<file path="src/rtl/alert_sequencer.sv">
// Reminder alert sequencer: IDLE -> ALERT -> ESCALATE, with a debounced acknowledge that snoozes the alert.
// Optional feature macro ALERT_BUZZER_EN: when defined the buzzer toggles in ESCALATE, otherwise it stays 0.
module alert_sequencer #(
  parameter int ESCALATE_TICKS  = 60,
  parameter int SNOOZE_TICKS    = 300,
  parameter int DEBOUNCE_CYCLES = 16
) (
  input  logic       clk,
  input  logic       reset,
  input  logic       tick,
  input  logic       remind,
  input  logic       ack_n,
  output logic       led,
  output logic       buzzer,
  output logic       alert_active,
  output logic [3:0] snooze_count,
  output logic [1:0] state
);

  typedef enum logic [1:0] {
    S_IDLE   = 2'b00,
    S_ALERT  = 2'b01,
    S_ESC    = 2'b10,
    S_SNOOZE = 2'b11
  } state_t;

  localparam logic [7:0]  DB_LAST  = 8'(DEBOUNCE_CYCLES - 1);
  localparam logic [15:0] ESC_LAST = 16'(ESCALATE_TICKS - 1);
  localparam logic [15:0] SNZ_LAST = 16'(SNOOZE_TICKS - 1);

  logic [1:0]  sync_q;
  logic [1:0]  vld_q;
  logic        level_q, level_d;
  logic [7:0]  db_cnt_q, db_cnt_d;
  logic [7:0]  rel_cnt_q, rel_cnt_d;
  logic        armed_q, armed_d;
  logic        press_q, press_d;
  logic        ack_s;
  logic        sample_ok;

  state_t      state_q, state_d;
  logic [15:0] tcnt_q, tcnt_d;
  logic        led_q, led_d;
  logic        buz_q, buz_d;
  logic        active_q, active_d;
  logic [3:0]  snz_q, snz_d;
  logic        entering;

  assign ack_s     = sync_q[1];
  assign sample_ok = vld_q[1];

  // Synchronizer samples are only trusted once real input has reached the second flop.
  always_ff @(posedge clk or negedge reset) begin
    if (!reset) begin
      sync_q <= 2'b11;
      vld_q  <= 2'b00;
    end else begin
      sync_q <= {sync_q[0], ack_n};
      vld_q  <= {vld_q[0], 1'b1};
    end
  end

  // Press events need a confirmed release first, so a button held through reset never fires.
  always_comb begin
    level_d   = level_q;
    db_cnt_d  = db_cnt_q;
    rel_cnt_d = rel_cnt_q;
    armed_d   = armed_q;
    press_d   = 1'b0;
    if (sample_ok) begin
      if (ack_s == level_q) begin
        db_cnt_d = 8'd0;
      end else if (db_cnt_q == DB_LAST) begin
        level_d  = ack_s;
        db_cnt_d = 8'd0;
        press_d  = armed_q & level_q & ~ack_s;
      end else begin
        db_cnt_d = db_cnt_q + 8'd1;
      end
      if (!armed_q) begin
        if (!ack_s) begin
          rel_cnt_d = 8'd0;
        end else if (rel_cnt_q == DB_LAST) begin
          armed_d = 1'b1;
        end else begin
          rel_cnt_d = rel_cnt_q + 8'd1;
        end
      end
    end
  end

  always_ff @(posedge clk or negedge reset) begin
    if (!reset) begin
      level_q   <= 1'b1;
      db_cnt_q  <= 8'd0;
      rel_cnt_q <= 8'd0;
      armed_q   <= 1'b0;
      press_q   <= 1'b0;
    end else begin
      level_q   <= level_d;
      db_cnt_q  <= db_cnt_d;
      rel_cnt_q <= rel_cnt_d;
      armed_q   <= armed_d;
      press_q   <= press_d;
    end
  end

  always_comb begin
    state_d = state_q;
    case (state_q)
      S_IDLE: begin
        if (remind) state_d = S_ALERT;
      end
      S_ALERT: begin
        if (!remind)                        state_d = S_IDLE;
        else if (press_q)                   state_d = S_SNOOZE;
        else if (tick && tcnt_q == ESC_LAST) state_d = S_ESC;
      end
      S_ESC: begin
        if (!remind)      state_d = S_IDLE;
        else if (press_q) state_d = S_SNOOZE;
      end
      default: begin
        if (!remind)                         state_d = S_IDLE;
        else if (tick && tcnt_q == SNZ_LAST) state_d = S_ALERT;
      end
    endcase
  end

  assign entering = (state_d != state_q);

  // Outputs are computed from the next state so they change on the same edge as state.
  always_comb begin
    tcnt_d   = tcnt_q;
    led_d    = 1'b0;
    buz_d    = 1'b0;
    snz_d    = snz_q;
    active_d = (state_d == S_ALERT) || (state_d == S_ESC);
    if (entering) begin
      tcnt_d = 16'd0;
    end else if (tick && (state_q == S_ALERT || state_q == S_SNOOZE)) begin
      tcnt_d = tcnt_q + 16'd1;
    end
    case (state_d)
      S_IDLE: begin
        snz_d = 4'd0;
      end
      S_ALERT: begin
        if (entering)  led_d = 1'b1;
        else if (tick) led_d = ~led_q;
        else           led_d = led_q;
      end
      S_ESC: begin
        led_d = 1'b1;
`ifdef ALERT_BUZZER_EN
        if (entering)  buz_d = 1'b1;
        else if (tick) buz_d = ~buz_q;
        else           buz_d = buz_q;
`else
        buz_d = 1'b0;
`endif
      end
      default: begin
        if (entering && snz_q != 4'd15) snz_d = snz_q + 4'd1;
      end
    endcase
  end

  always_ff @(posedge clk or negedge reset) begin
    if (!reset) begin
      state_q  <= S_IDLE;
      tcnt_q   <= 16'd0;
      led_q    <= 1'b0;
      buz_q    <= 1'b0;
      active_q <= 1'b0;
      snz_q    <= 4'd0;
    end else begin
      state_q  <= state_d;
      tcnt_q   <= tcnt_d;
      led_q    <= led_d;
      buz_q    <= buz_d;
      active_q <= active_d;
      snz_q    <= snz_d;
    end
  end

  assign led          = led_q;
  assign buzzer       = buz_q;
  assign alert_active = active_q;
  assign snooze_count = snz_q;
  assign state        = state_q;

endmodule

</file>
<file path="config.mk">
export PLATFORM = sky130hd
export DESIGN_NAME = alert_sequencer
export DESIGN_NICKNAME = d
export VERILOG_FILES = /design/src/rtl/alert_sequencer.sv
export SDC_FILE = /design/constraint.sdc
export NUM_CORES = 1
export LEC_CHECK = 0
export BUFFER_PORTS_ARGS = -buffer_cell sky130_fd_sc_hd__buf_2
export CAP_MARGIN = 10
export CORE_UTILIZATION = 35
export DETAILED_ROUTE_END_ITERATION = 16
export PLACE_DENSITY = 0.55
export SLEW_MARGIN = 25
export SYNTH_ARGS = -nofsm -noshare
export SYNTH_HDL_FRONTEND = slang
export SYNTH_SLANG_ARGS = --single-unit
</file>
<file path="constraint.sdc">
create_clock -name clk -period 2.7 [get_ports clk]
set_input_delay 0.405 -clock clk [delete_from_list [all_inputs] [get_ports clk]]
set_output_delay 0.405 -clock clk [all_outputs]
set_load 0.05 [all_outputs]
</file>
* After elaboration in Yosys (flattened, before gate mapping)
Index checks and enable logic that the tools add are counted.
** Storage, ports and cells
- Register bits :: 47
- Bits in latches :: 0
- Memory bits (writable) :: 0
- Bits in read-only memories :: 0
- Input bits :: 5
- Output and inout bits :: 9
- Word-level logic and storage cells :: 77
- Memories :: 0
** Operators by class
- Add/subtract/negate cells :: 4
- $mul :: 0
- Div/mod/pow operators :: 0
- $lt $le $gt $ge :: 0
- Equality and inequality tests :: 14
- Shift operators :: 0
- Muxes and demuxes :: 26
- Bitwise operators :: 7
- Reductions and logical operators :: 14
** Operators by type and width (count)
- 2-to-1 mux 16 bit :: 2
- 2-to-1 mux 8 bit :: 4
- adder 16 x 1 -> 16 bit (second input constant) :: 1
- adder 8 x 1 -> 8 bit (second input constant) :: 2
- == test 16 x 6 -> 1 bit (second input constant) :: 1
- == test 16 x 9 -> 1 bit (second input constant) :: 1
- == test 8 x 4 -> 1 bit (second input constant) :: 2
- 2-to-1 mux 2 bit :: 8
- 2-to-1 mux 1 bit :: 8
- case mux 4 bit (2 select lines) :: 1
- == test 2 bit (second input constant) :: 3
- case mux 2 bit (3 select lines) :: 1
- AND reduction 3 bit :: 2
- inverter 1 bit :: 5
- adder 4 x 1 -> 4 bit (second input constant) :: 1
- == test 2 x 1 -> 1 bit (second input constant) :: 2
- logical AND 1 bit :: 4
- zero test 2 bit :: 2
- 2-to-1 mux 4 bit :: 1
- inequality test 4 bit (second input constant) :: 1
- nonzero test 2 bit :: 2
- inequality test 3 bit (second input constant) :: 1
- bitwise AND 1 bit :: 2
- logical OR 1 bit :: 2
- other kinds (6) :: 6

* Longest topological paths before layout
- Depth after elaboration :: 10
- Mapped depth :: 10
- Gate-level depth less buffers :: 10

* Least setup slack after synthesis
Ideal clock, no wire load.
- Kind :: reg2reg
- From :: register state_q[0], in the netlist state[0]
- To :: register snz_q[0], in the netlist snooze_count[0]
- Setup time :: 126 ps
- Arrival :: 2521 ps
- Data required time :: 2574 ps
- Path slack :: 52 ps
- Cell stages (with the launch flop) :: 11
- Path buffers :: 1
- Clock period less this slack :: 2648 ps
- Cells stage by stage :: dfrtp_1 > buf_4 > and4_4 > nand4_2 > nor4_1 > a21oi_1 > o21a_1 > ha_1 > inv_1 > nor3_1 > a311o_1
** On the way
- Word-level cells in the longest chain between the ends :: 8
- Elaborated cells between the ends (all ways) :: 22
- Classes of those cells :: eq/ne: 5; mux: 10; bitwise: 1; reduce/logical: 6
** Ends and longest elaborated chain
- start: declaration :: line 41 : state_t state_q, state_d;
- start signal: assignment :: line 178 : state_q <= state_d;
- 2-to-1 mux 2 bit :: line 117 : else if (tick && tcnt_q == ESC_LAST) state_d = S_ESC;
- 2-to-1 mux 2 bit :: line 116 : else if (press_q) state_d = S_SNOOZE;
- 2-to-1 mux 2 bit :: line 115 : if (!remind) state_d = S_IDLE;
- case mux 2 bit (3 select lines) (*) :: line 110 : case (state_q)
- via state_d[0] :: line 41
- inequality test 2 bit, or another cell as far along :: line 130 : assign entering = (state_d != state_q);
- logical AND 1 bit / OR reduction 2 bit (equally long branches)
- nonzero test 2 bit (no source line) / inverter 1 bit (equally long branches)
- AND reduction 2 bit (no source line)
- end signal: assignment :: line 183 : snz_q <= snz_d;
- end: declaration :: line 46 : logic [3:0] snz_q, snz_d;
Mark *: on every way through the listed nets, which the timed path passes. The rest lies on a longest branch.
A chain may end at the register's enable or synchronous reset.

* Worst setup path after layout
- From :: register tcnt_q[0]
- To :: register snz_q[0], in the netlist snooze_count[0]
** On the way
- Word-level cells in the longest chain between the ends :: 10
- Elaborated cells between the ends (all ways) :: 20
- Classes of those cells :: eq/ne: 5; mux: 7; bitwise: 1; reduce/logical: 7
** Ends and longest elaborated chain
- start: declaration :: line 42 : logic [15:0] tcnt_q, tcnt_d;
- start signal: assignment :: line 179 : tcnt_q <= tcnt_d;
- == test 16 x 6 -> 1 bit :: line 117
- logical AND 1 bit :: line 117
- 2-to-1 mux 2 bit :: line 117
- 2-to-1 mux 2 bit :: line 116
- 2-to-1 mux 2 bit :: line 115
- case mux 2 bit (3 select lines) (*) :: line 110
- via state_d[0] :: line 41
- inequality test 2 bit, or another cell as far along :: line 130
- logical AND 1 bit / OR reduction 2 bit (equally long branches)
- nonzero test 2 bit (no source line) / inverter 1 bit (equally long branches)
- AND reduction 2 bit (no source line)
Marks and branches as above.

==> metrics.txt <==
Layout Utilization=41.4%; Final Wtd Congestion=0.779; EDFF count, synth=0; RSZ-0062 raised after global routing=false; area leader, netlist=dfrtp_1; worst slew pin tran=0.635 ns; Clock Latency Late Sink=0.30 ns; clk buf depth=2; synth warn=0; vias per inst=5.02; Avg Inst Size Synth=9.66 um2; max incr delay on CP=0.41 ns; initial antenna violation count=0; Die Wd=87.7 um; crit path max fanout=8; diode count=0; Synth Instances=266; final hold viol count=0; gr ovfl total=0; Most Used Layer, Global Route=met2; met2 Use GR=22.6%; count leader, synth=dfrtp_1; FMAX=405 MHz; First-pass DRT Iterations=4; Die H=87.7 um; Cell variety after synth=48; final worst setup slack=0.233 ns; Final Skew=0.00869 ns; register area share after synthesis=45.9%; Max-Slew Margin vs Limit=57.4%; multi-input logic area=1310 um2; Initial Util=37.0%; Final ANT Viol Nets=0; DIE AREA=7690 um2; Req. time, crit path=2.89 ns; Iter 0 DRT Violations=84; Post-Synth Adder-Cell Area=3.41%; Synth Area in XOR/XNOR=5.79%; Max IR drop VDD=0.000258 V; Crit. End Element=flip-flop; CTS clk-pin slew, worst paths=0.09 ns; crit-path leading delay family=simple AND/OR/NAND/NOR gates; ratio of cells with drive above 1 in the final layout=15.9%; pin count of the biggest net entering global routing=37; outcome=finished clean; Post-synth top cells=44 x dfrtp_1, 29 x nor2_1, 25 x nand2_1, 16 x o21ai_0, 12 x nand3_1; first-pass GRT wire length=8360 um; core area=6940 um2; Design Area, Final=2870 um2; top post-synthesis cells by area=dfrtp_1 43%, nor2_1 4.2%, nand2_1 3.7%, ha_1 3.4%, o21ai_0 3.1%; Power Density=522 nW/um2; Mapped Nets=278; final setup fails=0; FF/Latch Area=1180 um2; Vias=1904; post-CTS setup repair buffer count=0; Post-Place Setup Slack=0.122 ns; Buffers & Inverters on Critical Path=1; met3 Use GR=3.20%; CTS tree=built; Area after DPL=2730 um2; CP arrival=2.65 ns; I/O Buffers=12; final period utilization=91.4%; Core Rows=30; kind of critical path=reg -> reg; mapped cell area=2570 um2; DRC viols=0; routed wire length=4770 um; Root Buffer=clkbuf_8; H-tree Lvls=2; CTS sink cnt=47; Max Cap Viol=0; hpwl dp=3290 um; Startpoint Class=flip-flop; Final min period=2.47 ns; top-area cell type share of the netlist area=42.8%; async set or reset register ratio after synthesis=100%; sum of negative setup slack=0 ns; Synth Area in Simple Gates=24.7%; Area Growth Syn to Fin=11.8%; leakage power=1.24 nW; largest family of logic cells by synthesized area=simple AND/OR/NAND/NOR gates; met1 usage=18.5%; Compound-Gate Fraction of Synth Area=13.9%; hold_ws=0.200 ns; routed length per placed instance=12.6 um; mux cell area share after synthesis=2.53%; gr usage total=13.8%; Final Max Tran Viols=0; Yosys reg bits=47; Final nets=294; Hold Path Class=in -> reg; CTS buffer count=5; Fillers=677; master of the slowest instance on the critical path=dfrtp_1; vias in the first global route=1843; predominant post-synthesis flop cell=dfrtp_1; worst path cell trace=ha_1 > and4_4 > nand4_2 > nor4_2 > a21oi_1 > o21a_1 > ha_2 > inv_2 > nor3_1 > a311o_1; I/O Pins=14
[registers in the layout, indices dropped and copies added (netlist names)]
register      cells
press_q           1
snooze_count      4
db_cnt_q          8
led               1
level_q           1
alert_active      1
tcnt_q           16
state             2
sync_q            2
vld_q             2
rel_cnt_q         8
armed_q           1
[final timing paths]
| kind | endpoint | startpoint | slack [ns] | depth (start not counted) |
|---|---|---|---|---|
| setup / recovery | snooze_count[0] | tcnt_q[0] | 0.23 | 10 |
| hold / removal | sync_q[0] | ack_n | 0.20 | 1 |
| setup reg to reg | snooze_count[0] | tcnt_q[0] | 0.23 | 10 |
| hold reg to reg | sync_q[1] | sync_q[0] | 0.36 | 0 |
| max in group asynchronous | sync_q[0] | reset | 1.43 | 3 |
| min in group asynchronous | tcnt_q[10] | reset | 0.50 | 2 |
[power breakdown]
group | internal [mW] | switching (mW) | total [mW]
combinational | 0.0625 | 0.117 | 0.179
sequential | 0.737 | 0.0420 | 0.779
clock | 0.300 | 0.241 | 0.541
[cells in the final DEF (no fill, tap or decap), types with 4 or more instances in the layout]
cell type / netlist / layout
dfrtp_1: 44 / 44
nor2_1: 29 / 29
nand2_1: 25 / 25
o21ai_0: 16 / 15
nand3_1: 12 / 12
buf_2: 1 / 12
inv_1: 11 / 10
nor3_1: 9 / 9
xor2_1: 9 / 9
xnor2_1: 8 / 8
and3_1: 7 / 7
nand2b_1: 6 / 6
clkbuf_8: 0 / 6
a21oi_1: 5 / 5
nor2b_1: 5 / 5
ha_1: 7 / 5
mux2_2: 4 / 4
nand4_1: 4 / 4
o22ai_1: 4 / 4
a21o_1: 4 / 4
a22o_1: 4 / 4
buf_4: 4 / 4
[worst reg2reg max path: cells and delay by family, from the launching register on]
kind            cells  cell delay, ns
simple gates        4            0.68
flops               1            0.41
fa+ha+maj           2            0.52
compound gates      3            0.64
buf+inv             1            0.11
[cell type report]
type | instances | share of cell area [%]
clock buffers | 6 | 2.87
clock inverters | 2 | 1.22
inverters | 11 | 1.44
multi-input cells | 200 | 45.7
flip-flops and latches | 47 | 41.1
well taps | 96 | 4.18
repair buffers | 17 | 3.48
[metal layers]
metal,vias up,routed length [um],part of all wire (%)
met1,910,2440,51
met3,4,133,2.8
li1,974,-,-
met2,16,2160,45
met4,0,35,0.73
met5,-,0,0
[stage by stage]
stage	power [mW]	instances
final	1.50	379
after global routing	1.58	379
after CTS	1.51	379
after detailed placement	0.970	370
after global placement	0.969	370
after floorplan	0.917	266
[kinds of logic (layout without fill, tap and decap cells)]
kind of cell | after synthesis | count (layout)
AND/OR/NAND/NOR | 118 | 118
AO/OA/AOI/OAI | 50 | 50
flip-flops | 47 | 47
buffers and inverters | 19 | 36
XOR/XNOR | 17 | 17
adder cells (fa/ha/maj) | 7 | 7
multiplexers | 6 | 6
other | 2 | 2
[timing repair]
item,CTS,global route
endpoints found under the hold margin,11,0
hold buffers,1,0
setup endpoints to repair,0,4
gates resized for setup,0,5
No activity file was read; power rests on OpenSTA's default activity.
